**src/rtl/map_rmw_arbiter_if.sv**
```systemverilog
// rtl/map_rmw_arbiter_if.sv - requester and map_RAM port-B bundle for map_rmw_arbiter
//
// Groups the tile-update request bus and the map_RAM port-B bus.
// Ports, as seen from the master (arbiter) side:
//   req, req_x, req_y, req_tile  in   per-requester request level and packed x/y/tile
//   hold                         in   1 = arbiter issues no new grants
//   done                         out  one-hot completion pulse
//   old_tile, err                out  result, valid while done != 0
//   busy                         out  arbiter is not idle
//   ram_addr, ram_wrdata,
//   ram_wren                     out  map_RAM port B address, write data, write enable
//   ram_rddata                   in   map_RAM port B read data
// The slave modport is the requesters/RAM side of the same bundle.
interface map_rmw_arbiter_if #(
  parameter int COLS   = 40,
  parameter int TILE_W = 4,
  parameter int N_REQ  = 3
);
  localparam int ROW_W = COLS * TILE_W;

  logic [N_REQ-1:0]        req;
  logic [N_REQ*6-1:0]      req_x;
  logic [N_REQ*5-1:0]      req_y;
  logic [N_REQ*TILE_W-1:0] req_tile;
  logic                    hold;
  logic [N_REQ-1:0]        done;
  logic [TILE_W-1:0]       old_tile;
  logic                    err;
  logic                    busy;
  logic [4:0]              ram_addr;
  logic [ROW_W-1:0]        ram_wrdata;
  logic                    ram_wren;
  logic [ROW_W-1:0]        ram_rddata;

  modport master (
    input  req, req_x, req_y, req_tile, hold, ram_rddata,
    output done, old_tile, err, busy, ram_addr, ram_wrdata, ram_wren
  );

  modport slave (
    output req, req_x, req_y, req_tile, hold, ram_rddata,
    input  done, old_tile, err, busy, ram_addr, ram_wrdata, ram_wren
  );
endinterface

```
**src/rtl/map_rmw_arbiter.sv**
```systemverilog
// rtl/map_rmw_arbiter.sv - round-robin read-modify-write arbiter for map_RAM port B
//
// Shares map_RAM port B between N_REQ tile-update requesters (0 pacman,
// 1 ghost1, 2 ghost2). Each grant performs one atomic read-modify-write of
// a single TILE_W-bit tile code and returns the previous code.
// Ports:
//   CLOCK_50  in   system clock
//   reset     in   asynchronous, active-high
//   bus       map_rmw_arbiter_if.master: request bus, result, map_RAM port B
module map_rmw_arbiter #(
  parameter int COLS   = 40,
  parameter int ROWS   = 30,
  parameter int TILE_W = 4,
  parameter int RD_LAT = 1,
  parameter int N_REQ  = 3
) (
  input  logic              CLOCK_50,
  input  logic              reset,
  map_rmw_arbiter_if.master bus
);
  localparam int ROW_W = COLS * TILE_W;
  localparam int IDX_W = (N_REQ > 1) ? $clog2(N_REQ) : 1;
  localparam int CNT_W = $clog2(RD_LAT + 2);

  typedef enum logic [1:0] {S_IDLE, S_RD, S_WR, S_ACK} state_t;

  state_t            state_q;
  logic [IDX_W-1:0]  idx_q;
  logic [IDX_W-1:0]  rr_last_q;
  logic [5:0]        x_q;
  logic [TILE_W-1:0] tile_q;
  logic [CNT_W-1:0]  rd_cnt_q;
  logic [N_REQ-1:0]  done_q;
  logic [TILE_W-1:0] old_tile_q;
  logic              err_q;
  logic              busy_q;
  logic [4:0]        ram_addr_q;
  logic [ROW_W-1:0]  ram_wrdata_q;
  logic              ram_wren_q;

  // Round-robin pick: offsets are scanned from farthest to nearest so the
  // requester closest after rr_last_q is the last one assigned and wins.
  logic              gnt_vld_d;
  logic [IDX_W-1:0]  gnt_idx_d;
  logic [IDX_W-1:0]  cand_d;
  logic [5:0]        gnt_x_d;
  logic [4:0]        gnt_y_d;
  logic [TILE_W-1:0] gnt_tile_d;
  logic              gnt_oob_d;

  always_comb begin
    gnt_vld_d = 1'b0;
    gnt_idx_d = '0;
    cand_d    = '0;
    for (int k = N_REQ; k >= 1; k--) begin
      cand_d = IDX_W'((int'(rr_last_q) + k) % N_REQ);
      if (bus.req[cand_d]) begin
        gnt_vld_d = 1'b1;
        gnt_idx_d = cand_d;
      end
    end
    gnt_x_d    = '0;
    gnt_y_d    = '0;
    gnt_tile_d = '0;
    for (int i = 0; i < N_REQ; i++) begin
      if (gnt_idx_d == IDX_W'(i)) begin
        gnt_x_d    = bus.req_x[6*i +: 6];
        gnt_y_d    = bus.req_y[5*i +: 5];
        gnt_tile_d = bus.req_tile[TILE_W*i +: TILE_W];
      end
    end
    gnt_oob_d = (int'(gnt_x_d) >= COLS) || (int'(gnt_y_d) >= ROWS);
  end

  // Column 0 sits in the most significant slice of the row. The merged row
  // is built straight from q_b so that the write data register doubles as
  // the captured row.
  logic [ROW_W-1:0]  merged_d;
  logic [TILE_W-1:0] old_d;

  always_comb begin
    merged_d = bus.ram_rddata;
    old_d    = '0;
    for (int c = 0; c < COLS; c++) begin
      if (x_q == 6'(c)) begin
        old_d = bus.ram_rddata[ROW_W - TILE_W*(c+1) +: TILE_W];
        merged_d[ROW_W - TILE_W*(c+1) +: TILE_W] = tile_q;
      end
    end
  end

  always_ff @(posedge CLOCK_50 or posedge reset) begin
    if (reset) begin
      state_q      <= S_IDLE;
      idx_q        <= '0;
      rr_last_q    <= IDX_W'(N_REQ - 1);
      x_q          <= '0;
      tile_q       <= '0;
      rd_cnt_q     <= '0;
      done_q       <= '0;
      old_tile_q   <= '0;
      err_q        <= 1'b0;
      busy_q       <= 1'b0;
      ram_addr_q   <= '0;
      ram_wrdata_q <= '0;
      ram_wren_q   <= 1'b0;
    end else begin
      done_q     <= '0;
      ram_wren_q <= 1'b0;
      case (state_q)
        S_IDLE: begin
          if (!bus.hold && gnt_vld_d) begin
            idx_q      <= gnt_idx_d;
            rr_last_q  <= gnt_idx_d;
            x_q        <= gnt_x_d;
            tile_q     <= gnt_tile_d;
            ram_addr_q <= gnt_y_d;
            rd_cnt_q   <= '0;
            busy_q     <= 1'b1;
            if (gnt_oob_d) begin
              // Out-of-range coordinate: answer at once, never touch the RAM.
              err_q      <= 1'b1;
              old_tile_q <= '0;
              done_q     <= N_REQ'(1) << gnt_idx_d;
              state_q    <= S_ACK;
            end else begin
              err_q   <= 1'b0;
              state_q <= S_RD;
            end
          end
        end
        S_RD: begin
          // RD_LAT+1 cycles with ram_addr stable; q_b is valid on the last.
          if (rd_cnt_q == CNT_W'(RD_LAT)) begin
            ram_wrdata_q <= merged_d;
            old_tile_q   <= old_d;
            ram_wren_q   <= 1'b1;
            state_q      <= S_WR;
          end else begin
            rd_cnt_q <= rd_cnt_q + CNT_W'(1);
          end
        end
        S_WR: begin
          done_q  <= N_REQ'(1) << idx_q;
          state_q <= S_ACK;
        end
        S_ACK: begin
          busy_q  <= 1'b0;
          state_q <= S_IDLE;
        end
        default: state_q <= S_IDLE;
      endcase
    end
  end

  assign bus.done       = done_q;
  assign bus.old_tile   = old_tile_q;
  assign bus.err        = err_q;
  assign bus.busy       = busy_q;
  assign bus.ram_addr   = ram_addr_q;
  assign bus.ram_wrdata = ram_wrdata_q;
  assign bus.ram_wren   = ram_wren_q;
endmodule

```
**src/flat_wrapper.sv**
```systemverilog
// flat-port wrapper written by rule: the top's interface ports become plain ports
module map_rmw_arbiter_flat 
#(
  parameter int COLS   = 40,
  parameter int ROWS   = 30,
  parameter int TILE_W = 4,
  parameter int RD_LAT = 1,
  parameter int N_REQ  = 3
)
  (CLOCK_50, reset, bus_req, bus_req_x, bus_req_y, bus_req_tile, bus_hold, bus_ram_rddata, bus_done, bus_old_tile, bus_err, bus_busy, bus_ram_addr, bus_ram_wrdata, bus_ram_wren);
  map_rmw_arbiter_if #(.COLS(COLS), .TILE_W(TILE_W), .N_REQ(N_REQ)) bus_i ();
  input  logic CLOCK_50;
  input  logic reset;
  input wire logic [$bits(bus_i.req)-1:0] bus_req;
  input wire logic [$bits(bus_i.req_x)-1:0] bus_req_x;
  input wire logic [$bits(bus_i.req_y)-1:0] bus_req_y;
  input wire logic [$bits(bus_i.req_tile)-1:0] bus_req_tile;
  input wire logic [$bits(bus_i.hold)-1:0] bus_hold;
  input wire logic [$bits(bus_i.ram_rddata)-1:0] bus_ram_rddata;
  output wire logic [$bits(bus_i.done)-1:0] bus_done;
  output wire logic [$bits(bus_i.old_tile)-1:0] bus_old_tile;
  output wire logic [$bits(bus_i.err)-1:0] bus_err;
  output wire logic [$bits(bus_i.busy)-1:0] bus_busy;
  output wire logic [$bits(bus_i.ram_addr)-1:0] bus_ram_addr;
  output wire logic [$bits(bus_i.ram_wrdata)-1:0] bus_ram_wrdata;
  output wire logic [$bits(bus_i.ram_wren)-1:0] bus_ram_wren;
  assign bus_i.req = bus_req;
  assign bus_i.req_x = bus_req_x;
  assign bus_i.req_y = bus_req_y;
  assign bus_i.req_tile = bus_req_tile;
  assign bus_i.hold = bus_hold;
  assign bus_i.ram_rddata = bus_ram_rddata;
  assign bus_done = bus_i.done;
  assign bus_old_tile = bus_i.old_tile;
  assign bus_err = bus_i.err;
  assign bus_busy = bus_i.busy;
  assign bus_ram_addr = bus_i.ram_addr;
  assign bus_ram_wrdata = bus_i.ram_wrdata;
  assign bus_ram_wren = bus_i.ram_wren;
  map_rmw_arbiter #(.COLS(COLS), .ROWS(ROWS), .TILE_W(TILE_W), .RD_LAT(RD_LAT), .N_REQ(N_REQ)) u_core (.CLOCK_50(CLOCK_50), .reset(reset), .bus(bus_i));
endmodule
```
**config.mk**
```make
export PLATFORM = sky130hd
export DESIGN_NAME = map_rmw_arbiter_flat
export DESIGN_NICKNAME = d
export VERILOG_FILES = /design/src/rtl/map_rmw_arbiter_if.sv /design/src/rtl/map_rmw_arbiter.sv /design/src/flat_wrapper.sv
export SDC_FILE = /design/constraint.sdc
export NUM_CORES = 1
export LEC_CHECK = 0
export CORE_MARGIN = 2
export CORE_UTILIZATION = 50
export CTS_BUF_LIST = sky130_fd_sc_hd__clkbuf_8 sky130_fd_sc_hd__clkbuf_16
export CTS_CLUSTER_SIZE = 10
export DETAILED_ROUTE_END_ITERATION = 8
export GPL_TIMING_DRIVEN = 0
export PLACE_DENSITY = 0.87
export RECOVER_POWER = 50
export SETUP_SLACK_MARGIN = 0.02
export SLEW_MARGIN = 20
export SYNTH_ARGS = -nofsm -noshare
export SYNTH_HDL_FRONTEND = slang
export SYNTH_SLANG_ARGS = --single-unit
```
**constraint.sdc**
```tcl
create_clock -name CLOCK_50 -period 14.2 [get_ports CLOCK_50]
set_input_delay 4.26 -clock CLOCK_50 [delete_from_list [all_inputs] [get_ports CLOCK_50]]
set_output_delay 4.26 -clock CLOCK_50 [all_outputs]
set_load 0.005 [all_outputs]
```
Word level (Yosys, flattened, before mapping)
Cells that the tools add are included.
- $add $sub $neg: 4
- divide/modulo/power cells: 3
- magnitude comparators: 5
- eq/ne operators: 49
- shift operators: 2
- mux-type cells: 120
- reductions and logical operators: 14
- operators with widths (kind ; number):
    $mux W4 ; 86
    $eq A6 B5 Y1 const B ; 16
    $mod A32 B3 Y32 const B ; 3
    $eq A6 B4 Y1 const B ; 8
    $eq A6 B6 Y1 const B ; 8
    $eq A6 B3 Y1 const B ; 4
    $mux W6 ; 3
    $mux W2 ; 8
    $mux W5 ; 3
    $eq A6 B2 Y1 const B ; 2
    $mux W1 ; 10
    $lt A2 B3 Y1 const B ; 3
    $pmux W2 S4 ; 1
    $pmux W4 S2 ; 1
    $reduce_and A2 Y1 ; 4
    $add A2 B2 Y3 const B ; 2
    $bmux W1 S2 ; 3
    $eq A2 B1 Y1 const B ; 3
    $eq A2 B2 Y1 const B ; 3
    $eq A6 B1 Y1 const B ; 1
    $ge A6 B6 Y1 const B ; 1
    $logic_not A6 Y1 ; 1
    $mux W3 ; 2
    $ne A2 B1 Y1 const B ; 3
    other kinds (15) ; 18
- register bits: 193
- input bits: 211
- output and inout port bits: 175
- logic and storage cells: 210

Depth between registers and ports, before layout
- depth in word-level cells: 43
- mapped depth: 11
- gate-level depth less buffers: 9

Least setup slack after synthesis
Ideal clock, no wire load.
- path type: input to register
- from: in bus_req[2]
- to: reg u_core.old_tile_q[1] (netlist: u_core.bus.old_tile[1])
- library setup time: 0.136 ns
- data arrival time: 5.788 ns
- required time: 14.064 ns
- path slack: 8.277 ns
- stages on the path: 8
- path buffers: 1
- path through: nor2_1 -> maj3_2 -> a2111oi_4 -> and2_1 -> buf_2 -> a41o_1 -> a31o_2 -> o32ai_1
- word-level cells in the longest chain between the ends: 13
- ends and longest elaborated chain (item ; RTL line ; RTL):
    start: declaration ; flat_wrapper.sv:14 ; input wire logic [$bits(bus_i.req)-1:0] bus_req;
    $bmux W1 S2 ; map_rmw_arbiter.sv:57 ; if (bus.req[cand_d]) begin
    $mux W1 (not written as such) ; map_rmw_arbiter.sv:57 ;
    $mux W2 (3 in series) ; map_rmw_arbiter.sv:57 ;
    $logic_not A2 Y1 ; map_rmw_arbiter.sv:66 ; if (gnt_idx_d == IDX_W'(i)) begin
    $mux W6 or $mux W5 (tied branches) (3 in series) ; map_rmw_arbiter.sv:66 ;
    $ge A6 B6 Y1 or $ge A5 B5 Y1 (tied branches) ; map_rmw_arbiter.sv:72 ; gnt_oob_d = (int'(gnt_x_d) >= COLS) || (int'(gnt_y_d) >= ROWS);
    $logic_or A1 B1 Y1 ; map_rmw_arbiter.sv:72 ;
    $ne A2 B1 Y1 (no line) ; n/a ;
    $reduce_and A4 Y1 (no line) * ; n/a ;
    end signal: assignment ; map_rmw_arbiter.sv:136 ; old_tile_q <= old_d;
    end: declaration ; map_rmw_arbiter.sv:34 ; logic [TILE_W-1:0] old_tile_q;
Mark *: on every way between the ends. The rest lies on a longest branch, timed or not. The select of a mux whose other input is x is not followed.
A chain may end at the register's enable or synchronous reset.

==> impl_metrics.tcl <==
set metrics [dict create \
    status "complete, but fails checks" \
    failed_checks "DRC, capacitance limit, slew limit" \
    path_class "in -> async" \
    drive_above_1_share_pct 5.69 \
    critPathMaxStageDelay_ns 2.33 \
    rsz0062_at_grt "no" \
    min_period_ns 8.98 \
    io_pins 386 \
    post-route-period-util_pct 63.2 \
    drc_errors 1 \
    dp_cells 1901 \
    fin_util_pct 73.3 \
    cp_max_fo 60 \
    worst_setup_path_start_kind "input pin" \
    max_slew.worst_pin.slew_ns 3.17 \
    cp.required_ns 14.05 \
    internal_power_uw 1840 \
    worstHoldPathType "reg -> reg" \
    power_uw 3260 \
    cts_tree "yes" \
    core_sq_um 21900 \
    drv_cap 2 \
    max_slew_margin_pct -111 \
    drtPass1Iterations 9 \
    cp-end-kind "async pin" \
    switchingPower_uw 1420 \
    vias_per_cell 6.36 \
    antenna_found_initial 8 \
    clkLatencyLatePin_ns 0.45 \
    syn2layout_area_growth_pct 43.1 \
    start_util_pct 51.2 \
    startpoint "reset" \
    die_width_microns 154 \
    cp_slowest_cell "clkbuf_1" \
    core.rowCount 54 \
    grt_use_total_pct 40.0 \
    final_cells 1942 \
    synthDistinctLibCells 69 \
    grt_pass1_wl_microns 72300 \
    wl_per_cell_microns 25.1 \
    clkPwrFrac_pct 14.6 \
    cellPowerDensity_nw_per_um2 203 \
    overflow 0 \
    cts_made_buffers 17 \
    irDropWorstVdd_mv 0.113 \
    timing.setup.tns_ns 0 \
    synth.avg_cell_area_sq_um 9.08 \
    synthCells 1234 \
    ys_ff_latch 192 \
    cts_buffer_depth 2 \
    reg2reg_from "u_core.x_q[1]" \
    clockRootBuffer "clkbuf_16" \
    synth_edf_count 0 \
    ctsHoldBuffers 0 \
    sw_frac_of_total_pct 43.6 \
    syn-cell-area_sq_um 11200 \
    critical-path-top-delay-family "buffers and inverters" \
    hpwl_microns 36900 \
    slew_viol_final 120 \
    cp_data_arrival_time_ns 8.83 \
    grt_pass1_vias 12100 \
    synth_warnings 0 \
    grt_max_degree 76 \
    fin_skew_ns 0.0120 \
    setup_viol 0 \
    hold_viol 0 \
    nFillCells 1682 \
    globalplace.congestion 0.970 \
    path_clk_slew_ns 0.08 \
    cp.buffers_inverters 3 \
    die_h_microns 154 \
    combPwrFrac_pct 56.6 \
    die_area_sq_um 23600 \
    postSynth.asyncResetShare_pct 100 \
    crit_chain "dlygate4sd3_1, clkinvlp_2, clkbuf_1" \
    leakage_uw 0.00693 \
    seq_area_frac_synth_pct 42.9 \
    nNetsFinal 1858 \
    hold_start "u_core.bus.ram_addr[4]" \
    portBuffers 385 \
    cts.sinks 192 \
    dr_total_vias 12300 \
    drt-initial-drc-count 1538 \
    drt_wl_total_microns 48700 \
    power_frac_seq_pct 28.8 \
    ff2ff_setup_slack_ns 10.63 \
    cts_resized 0 \
    clock.fmax_mhz 111 \
    htreeDepth 4 \
    ant_nets 0 \
    holdWs_ns 0.482 \
    post_cts_buffers 0 \
    synth_fp_nets 1452 \
    synthFlopType "dfrtp_1" \
]
-- power by group through the flow --
stage               Sequential (uW)  Combinational, uW  Clock, uW
floorplan                       930                894          0
global placement                935               1750          0
detailed placement              944               1800          0
CTS                             935               1810        472
global route                    963               1950        493
finish                          940               1840        476
-- cell usage after synthesis (all sizes together) (4+ instances only) --
library cell	n	area, sq um
nor2	211	792
a21oi	193	966
dfrtp	191	4780
mux2i	168	1680
nand2	95	357
clkbuf	62	234
buf	41	205
o21ai	34	170
inv	19	71.3
o22ai	17	106
nand3	15	75.1
mux4	11	248
a211oi	10	75.1
a21o	9	67.6
a22oi	9	67.6
mux2	9	101
nand2b	9	56.3
nor3	9	45.0
a31oi	8	50.1
o211ai	8	60.1
ha	7	87.6
a311oi	6	52.6
nor2b	6	37.5
o32ai	6	52.6
and2	5	31.3
nor4b	5	77.6
o221ai	5	43.8
o31ai	5	37.5
o221a	4	45.0
o311ai	4	35.0
-- metal layers --
metal  up-vias  GRT usage (%)  wire length, microns
met5         -              0                    13
met4         2           20.9                  2820
met3       249           10.0                  5630
met2      1003           65.0                 22800
met1      5846           49.5                 17500
li1       5244              -                     -
-- tightest hold or removal path, cell delays in order (launching register included) --
cell and delay [ns]:
dfrtp_1 0.35, nand2_1 0.05, nand2_1 0.06
-- area by class of cell --
| type | instances | area [sq um] | share of cell area [%] |
|---|---|---|---|
| Clock buffer | 18 | 439 | 2.74 |
| Clock inverter | 14 | 130 | 0.811 |
| Sequential cell | 192 | 4810 | 30.0 |
| Multi-Input combinational cell | 919 | 5890 | 36.7 |
| Timing Repair Buffer | 387 | 3880 | 24.2 |
| Antenna cell | 9 | 22.5 | 0.140 |
| Tap cell | 280 | 350 | 2.18 |
| Buffer | 103 | 439 | 2.74 |
| Inverter | 20 | 76.3 | 0.476 |
-- final timing paths --
path                                               to  cells after the start
hold reg to reg                u_core.bus.ram_addr[4]                      2
setup / recovery            u_core.bus.ram_wrdata[37]                      3
min in group asynchronous  u_core.bus.ram_wrdata[100]                      2
hold / removal                 u_core.bus.ram_addr[4]                      2
setup reg to reg               u_core.bus.old_tile[1]                      8
max in group CLOCK_50          u_core.bus.old_tile[1]                      8
-- flip-flops by register name, summed over array words and instances, names as in the netlist --
| signal | flops |
|---|---|
| u_core.bus.old_tile | 4 |
| u_core.idx_q | 1 |
| u_core.bus.busy | 1 |
| u_core.tile_q | 4 |
| u_core.x_q | 6 |
| u_core.bus.ram_wrdata | 160 |
| u_core.rd_cnt_q | 2 |
| u_core.bus.ram_wren | 1 |
| u_core.bus.err | 1 |
| u_core.rr_last_q | 2 |
| u_core.state_q | 2 |
| u_core.bus.done | 3 |
| u_core.bus.ram_addr | 5 |
-- through the flow --
step                instance area [sq um]  setup WS [ns]
global placement                    15400           2.30
global route                        16000           4.31
finish                              16000           5.22
CTS                                 16000           7.39
detailed placement                  15500           6.97
floorplan                           11200           4.71
-- logic make-up after synthesis --
| family | count (synthesis) | share of synthesized area [%] |
|---|---|---|
| AOI/OAI and AO/OA | 345 | 18.6 |
| adders and majority gates | 8 | 0.882 |
| buffers and inverters | 123 | 4.59 |
| DFF | 192 | 42.9 |
| muxes | 188 | 18.1 |
| and+or+nand+nor | 378 | 14.9 |
-- layout by cell type (no fill, tap or decap), types with 19 or more instances in the layout --
| master | n |
|---|---|
| o21ai_0 | 31 |
| clkdlybuf4s50_1 | 224 |
| buf_2 | 20 |
| dlygate4sd3_1 | 161 |
| nor2_1 | 211 |
| a21oi_1 | 193 |
| mux2i_1 | 168 |
| inv_1 | 19 |
| dfrtp_1 | 191 |
| clkbuf_1 | 62 |
| nand2_1 | 95 |
Note: power is estimated with default switching activity, not from simulation.
